<file path="src/rtl/quote_order_gen_pkg.sv">
`default_nettype none
// ============================================================================
// Module   : quote_order_pkg
// Brief    : Shared types and constants for the quote order generator.
// Revision : 1.0 - initial release
// ============================================================================
package quote_order_pkg;

    typedef enum logic [2:0] {
        IDLE    = 3'd0,
        EVAL    = 3'd1,
        SEND_W0 = 3'd2,
        SEND_W1 = 3'd3,
        SEND_W2 = 3'd4,
        SEND_W3 = 3'd5
    } state_t;

    localparam logic [1:0] WORD_HDR = 2'd0;
    localparam logic [1:0] WORD_BID = 2'd1;
    localparam logic [1:0] WORD_ASK = 2'd2;
    localparam logic [1:0] WORD_QTY = 2'd3;

    localparam logic [31:0] BID_EMPTY     = 32'h0000_0000;
    localparam logic [31:0] ASK_EMPTY     = 32'hFFFF_FFFF;
    localparam logic [15:0] DEFAULT_MAGIC = 16'hA55A;

    // An empty side of the book is reported with the sentinel price.
    function automatic logic book_valid(input logic [31:0] bid, input logic [31:0] ask);
        return (bid != BID_EMPTY) && (ask != ASK_EMPTY) && (ask > bid);
    endfunction

endpackage
`default_nettype wire

</file>
<file path="src/rtl/quote_order_gen_if.sv">
`default_nettype none
// ============================================================================
// Module   : quote_order_gen_if
// Brief    : AXI-Stream order egress bus (32-bit data, last marker).
// Revision : 1.0 - initial release
// ============================================================================
interface quote_order_gen_if;
    logic [31:0] tdata;
    logic        tvalid;
    logic        tlast;
    logic        tready;

    modport master (output tdata, output tvalid, output tlast, input tready);
    modport slave  (input tdata, input tvalid, input tlast, output tready);
endinterface
`default_nettype wire

</file>
<file path="src/rtl/quote_order_gen_token_bucket.sv">
`default_nettype none
// ============================================================================
// Module   : token_bucket
// Brief    : Saturating token bucket refilled once every REFILL_CYCLES clocks.
// Revision : 1.0 - initial release
// ============================================================================
module token_bucket #(
    parameter int TOKEN_MAX     = 4,
    parameter int REFILL_CYCLES = 1000
) (
    input  wire logic clk,
    input  wire logic rst,
    input  wire logic consume,
    output logic      has_token
);

    localparam int              c_cnt_w    = (REFILL_CYCLES > 1) ? $clog2(REFILL_CYCLES) : 1;
    localparam logic [c_cnt_w-1:0] c_cnt_last = c_cnt_w'(REFILL_CYCLES - 1);
    localparam logic [3:0]      c_tok_max  = 4'(TOKEN_MAX);

    logic [c_cnt_w-1:0] r_cnt;
    logic [3:0]         r_tokens;
    logic               w_refill;

    assign w_refill  = (r_cnt == c_cnt_last);
    assign has_token = (r_tokens != 4'd0);

    always_ff @(posedge clk or posedge rst) begin
        if (rst) begin
            r_cnt    <= '0;
            r_tokens <= c_tok_max;
        end else begin
            r_cnt <= w_refill ? '0 : r_cnt + 1'b1;
            // A refill landing on a consume cancels out.
            if (consume && !w_refill && (r_tokens != 4'd0)) begin
                r_tokens <= r_tokens - 4'd1;
            end else if (w_refill && !consume && (r_tokens != c_tok_max)) begin
                r_tokens <= r_tokens + 4'd1;
            end
        end
    end

endmodule
`default_nettype wire

</file>
<file path="src/rtl/quote_order_gen.sv">
`default_nettype none
// ============================================================================
// Module   : quote_order_gen
// Brief    : Turns BBO updates into rate-limited, de-duplicated 4-word quotes.
// Revision : 1.0 - initial release
// ============================================================================
import quote_order_pkg::*;

module quote_order_gen #(
    parameter int          TOKEN_MAX     = 4,
    parameter int          REFILL_CYCLES = 1000,
    parameter logic [15:0] MAGIC         = DEFAULT_MAGIC
) (
    input  wire logic        clk,
    input  wire logic        rst,
    input  wire logic [31:0] best_bid,
    input  wire logic [31:0] best_ask,
    input  wire logic        bbo_updated,
    input  wire logic        cfg_enable,
    input  wire logic [31:0] cfg_max_spread,
    input  wire logic [31:0] cfg_order_qty,
    quote_order_gen_if.master m_axis,
    output logic [15:0]      orders_sent,
    output logic [15:0]      rate_drops
);

    state_t      r_state;
    logic [31:0] r_snap_bid, r_snap_ask;
    logic [31:0] r_pend_bid, r_pend_ask;
    logic [31:0] r_last_bid, r_last_ask;
    logic [31:0] r_qty, r_tdata;
    logic        r_pending, r_tvalid, r_tlast;
    logic [15:0] r_seq, r_orders_sent, r_rate_drops;

    logic [31:0] w_spread;
    logic        w_trigger, w_has_token, w_consume, w_handshake;

    assign w_spread    = r_snap_ask - r_snap_bid;
    assign w_trigger   = cfg_enable && book_valid(r_snap_bid, r_snap_ask)
                       && (w_spread <= cfg_max_spread)
                       && !((r_snap_bid == r_last_bid) && (r_snap_ask == r_last_ask));
    assign w_consume   = (r_state == EVAL) && w_trigger && w_has_token;
    assign w_handshake = r_tvalid && m_axis.tready;

    assign m_axis.tdata  = r_tdata;
    assign m_axis.tvalid = r_tvalid;
    assign m_axis.tlast  = r_tlast;
    assign orders_sent   = r_orders_sent;
    assign rate_drops    = r_rate_drops;

    token_bucket #(
        .TOKEN_MAX     (TOKEN_MAX),
        .REFILL_CYCLES (REFILL_CYCLES)
    ) u_token_bucket (
        .clk       (clk),
        .rst       (rst),
        .consume   (w_consume),
        .has_token (w_has_token)
    );

    always_ff @(posedge clk or posedge rst) begin
        if (rst) begin
            r_state       <= IDLE;
            r_snap_bid    <= '0;
            r_snap_ask    <= '0;
            r_pend_bid    <= '0;
            r_pend_ask    <= '0;
            r_last_bid    <= '0;
            r_last_ask    <= '0;
            r_qty         <= '0;
            r_tdata       <= '0;
            r_pending     <= 1'b0;
            r_tvalid      <= 1'b0;
            r_tlast       <= 1'b0;
            r_seq         <= '0;
            r_orders_sent <= '0;
            r_rate_drops  <= '0;
        end else begin
            case (r_state)
                IDLE: begin
                    if (bbo_updated) begin
                        r_snap_bid <= best_bid;
                        r_snap_ask <= best_ask;
                        r_state    <= EVAL;
                    end
                end
                EVAL: begin
                    if (w_consume) begin
                        r_last_bid <= r_snap_bid;
                        r_last_ask <= r_snap_ask;
                        r_qty      <= cfg_order_qty;
                        r_tdata    <= {MAGIC, r_seq};
                        r_tvalid   <= 1'b1;
                        r_tlast    <= 1'b0;
                        r_state    <= SEND_W0;
                        if (bbo_updated) begin
                            r_pend_bid <= best_bid;
                            r_pend_ask <= best_ask;
                            r_pending  <= 1'b1;
                        end
                    end else begin
                        if (w_trigger) begin
                            r_rate_drops <= r_rate_drops + 16'd1;
                        end
                        // A sample arriving while this one is rejected is evaluated next.
                        if (bbo_updated) begin
                            r_snap_bid <= best_bid;
                            r_snap_ask <= best_ask;
                            r_state    <= EVAL;
                        end else begin
                            r_state    <= IDLE;
                        end
                    end
                end
                SEND_W0, SEND_W1, SEND_W2: begin
                    if (bbo_updated) begin
                        r_pend_bid <= best_bid;
                        r_pend_ask <= best_ask;
                        r_pending  <= 1'b1;
                    end
                    if (w_handshake) begin
                        case (r_state)
                            SEND_W0: begin
                                r_tdata <= r_last_bid;
                                r_state <= SEND_W1;
                            end
                            SEND_W1: begin
                                r_tdata <= r_last_ask;
                                r_state <= SEND_W2;
                            end
                            default: begin
                                r_tdata <= r_qty;
                                r_tlast <= 1'b1;
                                r_state <= SEND_W3;
                            end
                        endcase
                    end
                end
                SEND_W3: begin
                    if (w_handshake) begin
                        r_tvalid      <= 1'b0;
                        r_tlast       <= 1'b0;
                        r_seq         <= r_seq + 16'd1;
                        r_orders_sent <= r_orders_sent + 16'd1;
                        r_pending     <= 1'b0;
                        // A coincident update supersedes whatever was pending.
                        if (bbo_updated) begin
                            r_snap_bid <= best_bid;
                            r_snap_ask <= best_ask;
                            r_state    <= EVAL;
                        end else if (r_pending) begin
                            r_snap_bid <= r_pend_bid;
                            r_snap_ask <= r_pend_ask;
                            r_state    <= EVAL;
                        end else begin
                            r_state    <= IDLE;
                        end
                    end else if (bbo_updated) begin
                        r_pend_bid <= best_bid;
                        r_pend_ask <= best_ask;
                        r_pending  <= 1'b1;
                    end
                end
                default: r_state <= IDLE;
            endcase
        end
    end

endmodule
`default_nettype wire

</file>
<file path="src/flat_wrapper.sv">
// flat-port wrapper written by rule: the top's interface ports become plain ports
module quote_order_gen_flat 
#(
    parameter int          TOKEN_MAX     = 4,
    parameter int          REFILL_CYCLES = 1000,
    parameter logic [15:0] MAGIC         = DEFAULT_MAGIC
)
  (clk, rst, best_bid, best_ask, bbo_updated, cfg_enable, cfg_max_spread, cfg_order_qty, orders_sent, rate_drops, m_axis_tdata, m_axis_tvalid, m_axis_tlast, m_axis_tready);
  quote_order_gen_if m_axis_i ();
  input  wire logic clk;
  input  wire logic rst;
  input  wire logic [31:0] best_bid;
  input  wire logic [31:0] best_ask;
  input  wire logic bbo_updated;
  input  wire logic cfg_enable;
  input  wire logic [31:0] cfg_max_spread;
  input  wire logic [31:0] cfg_order_qty;
  output logic [15:0] orders_sent;
  output logic [15:0] rate_drops;
  output wire logic [$bits(m_axis_i.tdata)-1:0] m_axis_tdata;
  output wire logic [$bits(m_axis_i.tvalid)-1:0] m_axis_tvalid;
  output wire logic [$bits(m_axis_i.tlast)-1:0] m_axis_tlast;
  input wire logic [$bits(m_axis_i.tready)-1:0] m_axis_tready;
  assign m_axis_tdata = m_axis_i.tdata;
  assign m_axis_tvalid = m_axis_i.tvalid;
  assign m_axis_tlast = m_axis_i.tlast;
  assign m_axis_i.tready = m_axis_tready;
  quote_order_gen #(.TOKEN_MAX(TOKEN_MAX), .REFILL_CYCLES(REFILL_CYCLES), .MAGIC(MAGIC)) u_core (.clk(clk), .rst(rst), .best_bid(best_bid), .best_ask(best_ask), .bbo_updated(bbo_updated), .cfg_enable(cfg_enable), .cfg_max_spread(cfg_max_spread), .cfg_order_qty(cfg_order_qty), .m_axis(m_axis_i), .orders_sent(orders_sent), .rate_drops(rate_drops));
endmodule
</file>
<file path="config.mk">
export PLATFORM = sky130hd
export DESIGN_NAME = quote_order_gen_flat
export DESIGN_NICKNAME = d
export VERILOG_FILES = /design/src/rtl/quote_order_gen_pkg.sv /design/src/rtl/quote_order_gen_if.sv /design/src/rtl/quote_order_gen_token_bucket.sv /design/src/rtl/quote_order_gen.sv /design/src/flat_wrapper.sv
export SDC_FILE = /design/constraint.sdc
export NUM_CORES = 1
export LEC_CHECK = 0
export BUFFER_PORTS_ARGS = -buffer_cell sky130_fd_sc_hd__buf_2
export CAP_MARGIN = 20
export CORE_AREA = 2 2 154 307
export CTS_CLUSTER_SIZE = 12
export DETAILED_ROUTE_END_ITERATION = 10
export DIE_AREA = 0 0 156 309
export GPL_ROUTABILITY_DRIVEN = 0
export GPL_TIMING_DRIVEN = 0
export MAX_ROUTING_LAYER = met4
export PLACE_DENSITY = 0.67
export REMOVE_ABC_BUFFERS = 1
export SKIP_CTS_REPAIR_TIMING = 1
export SYNTH_ARGS = -nofsm -noshare
export SYNTH_HDL_FRONTEND = slang
export SYNTH_HIERARCHICAL = 1
export SYNTH_SLANG_ARGS = --single-unit
</file>
<file path="constraint.sdc">
create_clock -name clk -period 18.5 [get_ports clk]
set_input_delay 0.925 -clock clk [delete_from_list [all_inputs] [get_ports clk]]
set_output_delay 0.925 -clock clk [all_outputs]
set_load 0.02 [all_outputs]
</file>
==> results.toml <==
[cts]
htree_levels = 2
cts_buffers = 35
clock_sinks = 324
clkTransAtPathRegs_ps = 60
cts_tree = "yes"
clk_latency_ps = 550
clock_path_buffers = 3
root_buffer = "clkbuf_16"

[detailed_routing]
wl_per_cell_um = 20.8
firstDrtPassIters = 5
drt-total-wl_mm = 56.1
wl_met3_mm = 3.09
first_iter_violations = 1156
route.vias.total = 15296
highest_layer = "met4"
drt-met1-wl_mm = 20.7
postRouteAntennaNets = 0
avgViaCountPerCell = 5.67
drc = 0
wl_met2_mm = 27.6

[sta]
worstMarginPinSlew_ps = 1080
maxSlewViolCount = 0
setup_violations = 0
fmax_mhz = 132
hold_viol = 0
tns_ps = 0
finalCritPeriodShare_pct = 40.9
relSlewSlack_pct = 27.9
min_period_ps = 7570
finClkSkew_ps = 30.8
hold_slack_ps = 465
rsz0062_at_grt = "false"
setup_ws_ps = 10930

[power_and_ir_drop]
swShare_pct = 45.0
powerDensity_mw_per_mm2 = 191
p_int_mw = 2.20
power_frac_seq_pct = 31.7
p_clk_share_pct = 17.0
peakVddDrop_v = 0.0000853
finalPower_mw = 4.00
p_sw_mw = 1.80
power.leakage_nw = 9.67
pwr-share-comb_pct = 51.3

[critical_path]
reg2reg_slack_ps = 10930
cp.required_ps = 18910
reg2reg_depth = 27
cp.arrival_ps = 7980
end_kind = "flip-flop"
worstSetupPathType = "reg -> reg"
reg2reg_from = "u_core/r_snap_bid[2]$_DFFE_PP0P_"
startpoint_type = "flip-flop"
slowest_stage = "nor4_1"
cp_slowest_stage_delay_ps = 550
cp-startpoint = "u_core/r_snap_bid[2]$_DFFE_PP0P_"
critPathMaxFanout = 16

[cells_and_area]
drive_gt1_share_pct = 14.7
layout_commonest_cell = "nand2_1"
final_cell_mix = "nand2_1, dfrtp_1, buf_2"
utilization_pct = 45.7
fillCellCount = 4267
nets = 2315
area_growth_pct = 15.2

[synth]
synth_area_per_cell_sq_um = 9.26
synthCells = 1959
synth_cell_types = 71
yosys.area.top_type = "dfrtp_1"
ys_seq_elements = 324
syn_area_sq_mm = 0.0181
ys_seq_area_share_pct = 44.7
yosys_warnings = 6
synth_edf_count = 0
yosys-top-cells-area = "dfrtp_1, nand2_1, xnor2_1, mux2i_1, ha_1"
synth.top_cell.area_share_pct = 44.5
ys_async_sr_fraction_pct = 100
synth_top_flop_cell = "dfrtp_1"

[global_routing]
antenna_found_initial = 2
grt_max_degree = 116
grt_usage_pct = 23.8
grt_pass1_vias = 15497
grt_pass1_wl_mm = 86.4
overflow = 0

[floorplan]
rows = 111
dieArea_sq_mm = 0.0482
pin_count = 199
die_w_um = 156
start_util_pct = 39.7
dieHeight_um = 309
core_area_sq_mm = 0.0457

[hold_path]
hold_start = "u_core/orders_sent[15]$_DFFE_PP0P_"
hold_class = "reg -> reg"
min_path_cells = 1

[placement]
portBuffers = 198
place_hpwl_mm = 41.2
place_ws_ps = 11140

[run_status]
status = "finished clean"

[run]
max-cap-violations = 0
layer usage:
| metal | global-route usage [%] | vias up |
|---|---|---|
| met5 | - | - |
| met4 | 17.0 | 0 |
| met3 | 3.31 | 201 |
| met2 | 40.0 | 556 |
| met1 | 25.7 | 7363 |
| li1 | - | 7176 |
cells in the mapped netlist, types with 3 or more instances:
library cell	number
a211oi_1	5
a21o_1	14
a21oi_1	77
a221o_1	66
a22oi_1	63
a31oi_1	3
a32oi_1	3
and2_1	4
and3_1	19
buf_1	10
buf_2	23
buf_6	7
clkbuf_1	62
dfrtp_1	323
ha_1	70
inv_1	87
mux2_2	19
mux2i_1	95
nand2_1	378
nand2b_1	7
nand3_1	29
nand4_1	50
nor2_1	135
nor2b_1	9
nor3_1	12
nor4_1	16
o21a_1	5
o21ai_0	142
o21ai_1	3
o22a_1	11
o22ai_1	18
o31ai_1	5
o32ai_1	3
o41ai_1	3
or2_2	3
xnor2_1	121
xor2_1	23
power groups by stage:
| stage | sequential (mW) | clock [mW] | combinational, mW |
|---|---|---|---|
| 5_1_grt | 1.30 | 0.720 | 2.26 |
| 3_3_place_gp | 1.29 | 0 | 1.91 |
| 6_report | 1.27 | 0.679 | 2.05 |
| 3_5_place_dp | 1.27 | 0 | 2.02 |
| 2_1_floorplan | 1.23 | 0 | 1.40 |
| 4_1_cts | 1.26 | 0.696 | 2.03 |
path summary, 6_finish.rpt:
kind / endpoint
setup / recovery: u_core/u_token_bucket/r_tokens[3]$_DFFE_PP0P_
hold / removal: u_core/orders_sent[15]$_DFFE_PP0P_
setup reg to reg: u_core/u_token_bucket/r_tokens[3]$_DFFE_PP0P_
hold reg to reg: u_core/orders_sent[15]$_DFFE_PP0P_
max in group asynchronous: u_core/m_axis.tdata[0]$_DFFE_PP0P_
min in group asynchronous: u_core/u_token_bucket/r_cnt[9]$_DFF_PP0_
logic make-up after synthesis:
| logic type | share of synthesized area, % |
|---|---|
| buffers and inverters | 4.42 |
| adders and majority gates | 5.05 |
| AOI/OAI and AO/OA | 16.1 |
| and+or+nand+nor | 16.3 |
| xor gates and xnor gates | 6.95 |
| muxes | 6.50 |
| DFF | 44.7 |
per-stage QoR:
step | area [sq um] | std cells
final | 20900 | 2696
after floorplan | 17700 | 1856
after global routing | 20900 | 2694
after detailed placement | 19800 | 2638
after global placement | 19400 | 2619
after CTS | 20900 | 2693
state kept, by name (all words and copies together) (netlist names), 32 cells and up:
name,cells
u_core/r_snap_ask,32
u_core/r_pend_ask,32
u_core/r_snap_bid,32
u_core/r_qty,32
u_core/r_last_ask,32
u_core/r_pend_bid,32
u_core/m_axis.tdata,32
u_core/r_last_bid,32
cell type report:
class,count,area [sq um],area share [%]
diodes,3,7.51,0.0359
clock buffers,47,982,4.70
clock inverters,8,85.1,0.407
inverters,88,339,1.62
multi-input cells,1444,9290,44.4
flip-flops and latches,324,8110,38.8
well taps,565,707,3.38
repair buffers,217,1380,6.60
worst max-delay path, delay by kind of cell, from the launching register on:
kind | cells | cell delay (ps)
buffers and inverters | 1 | 90
adders and majority gates | 3 | 960
and+or+nand+nor | 12 | 3270
DFF | 1 | 400
xor gates and xnor gates | 1 | 170
AOI/OAI and AO/OA | 10 | 2530
Power figures use the tool's default switching activity.
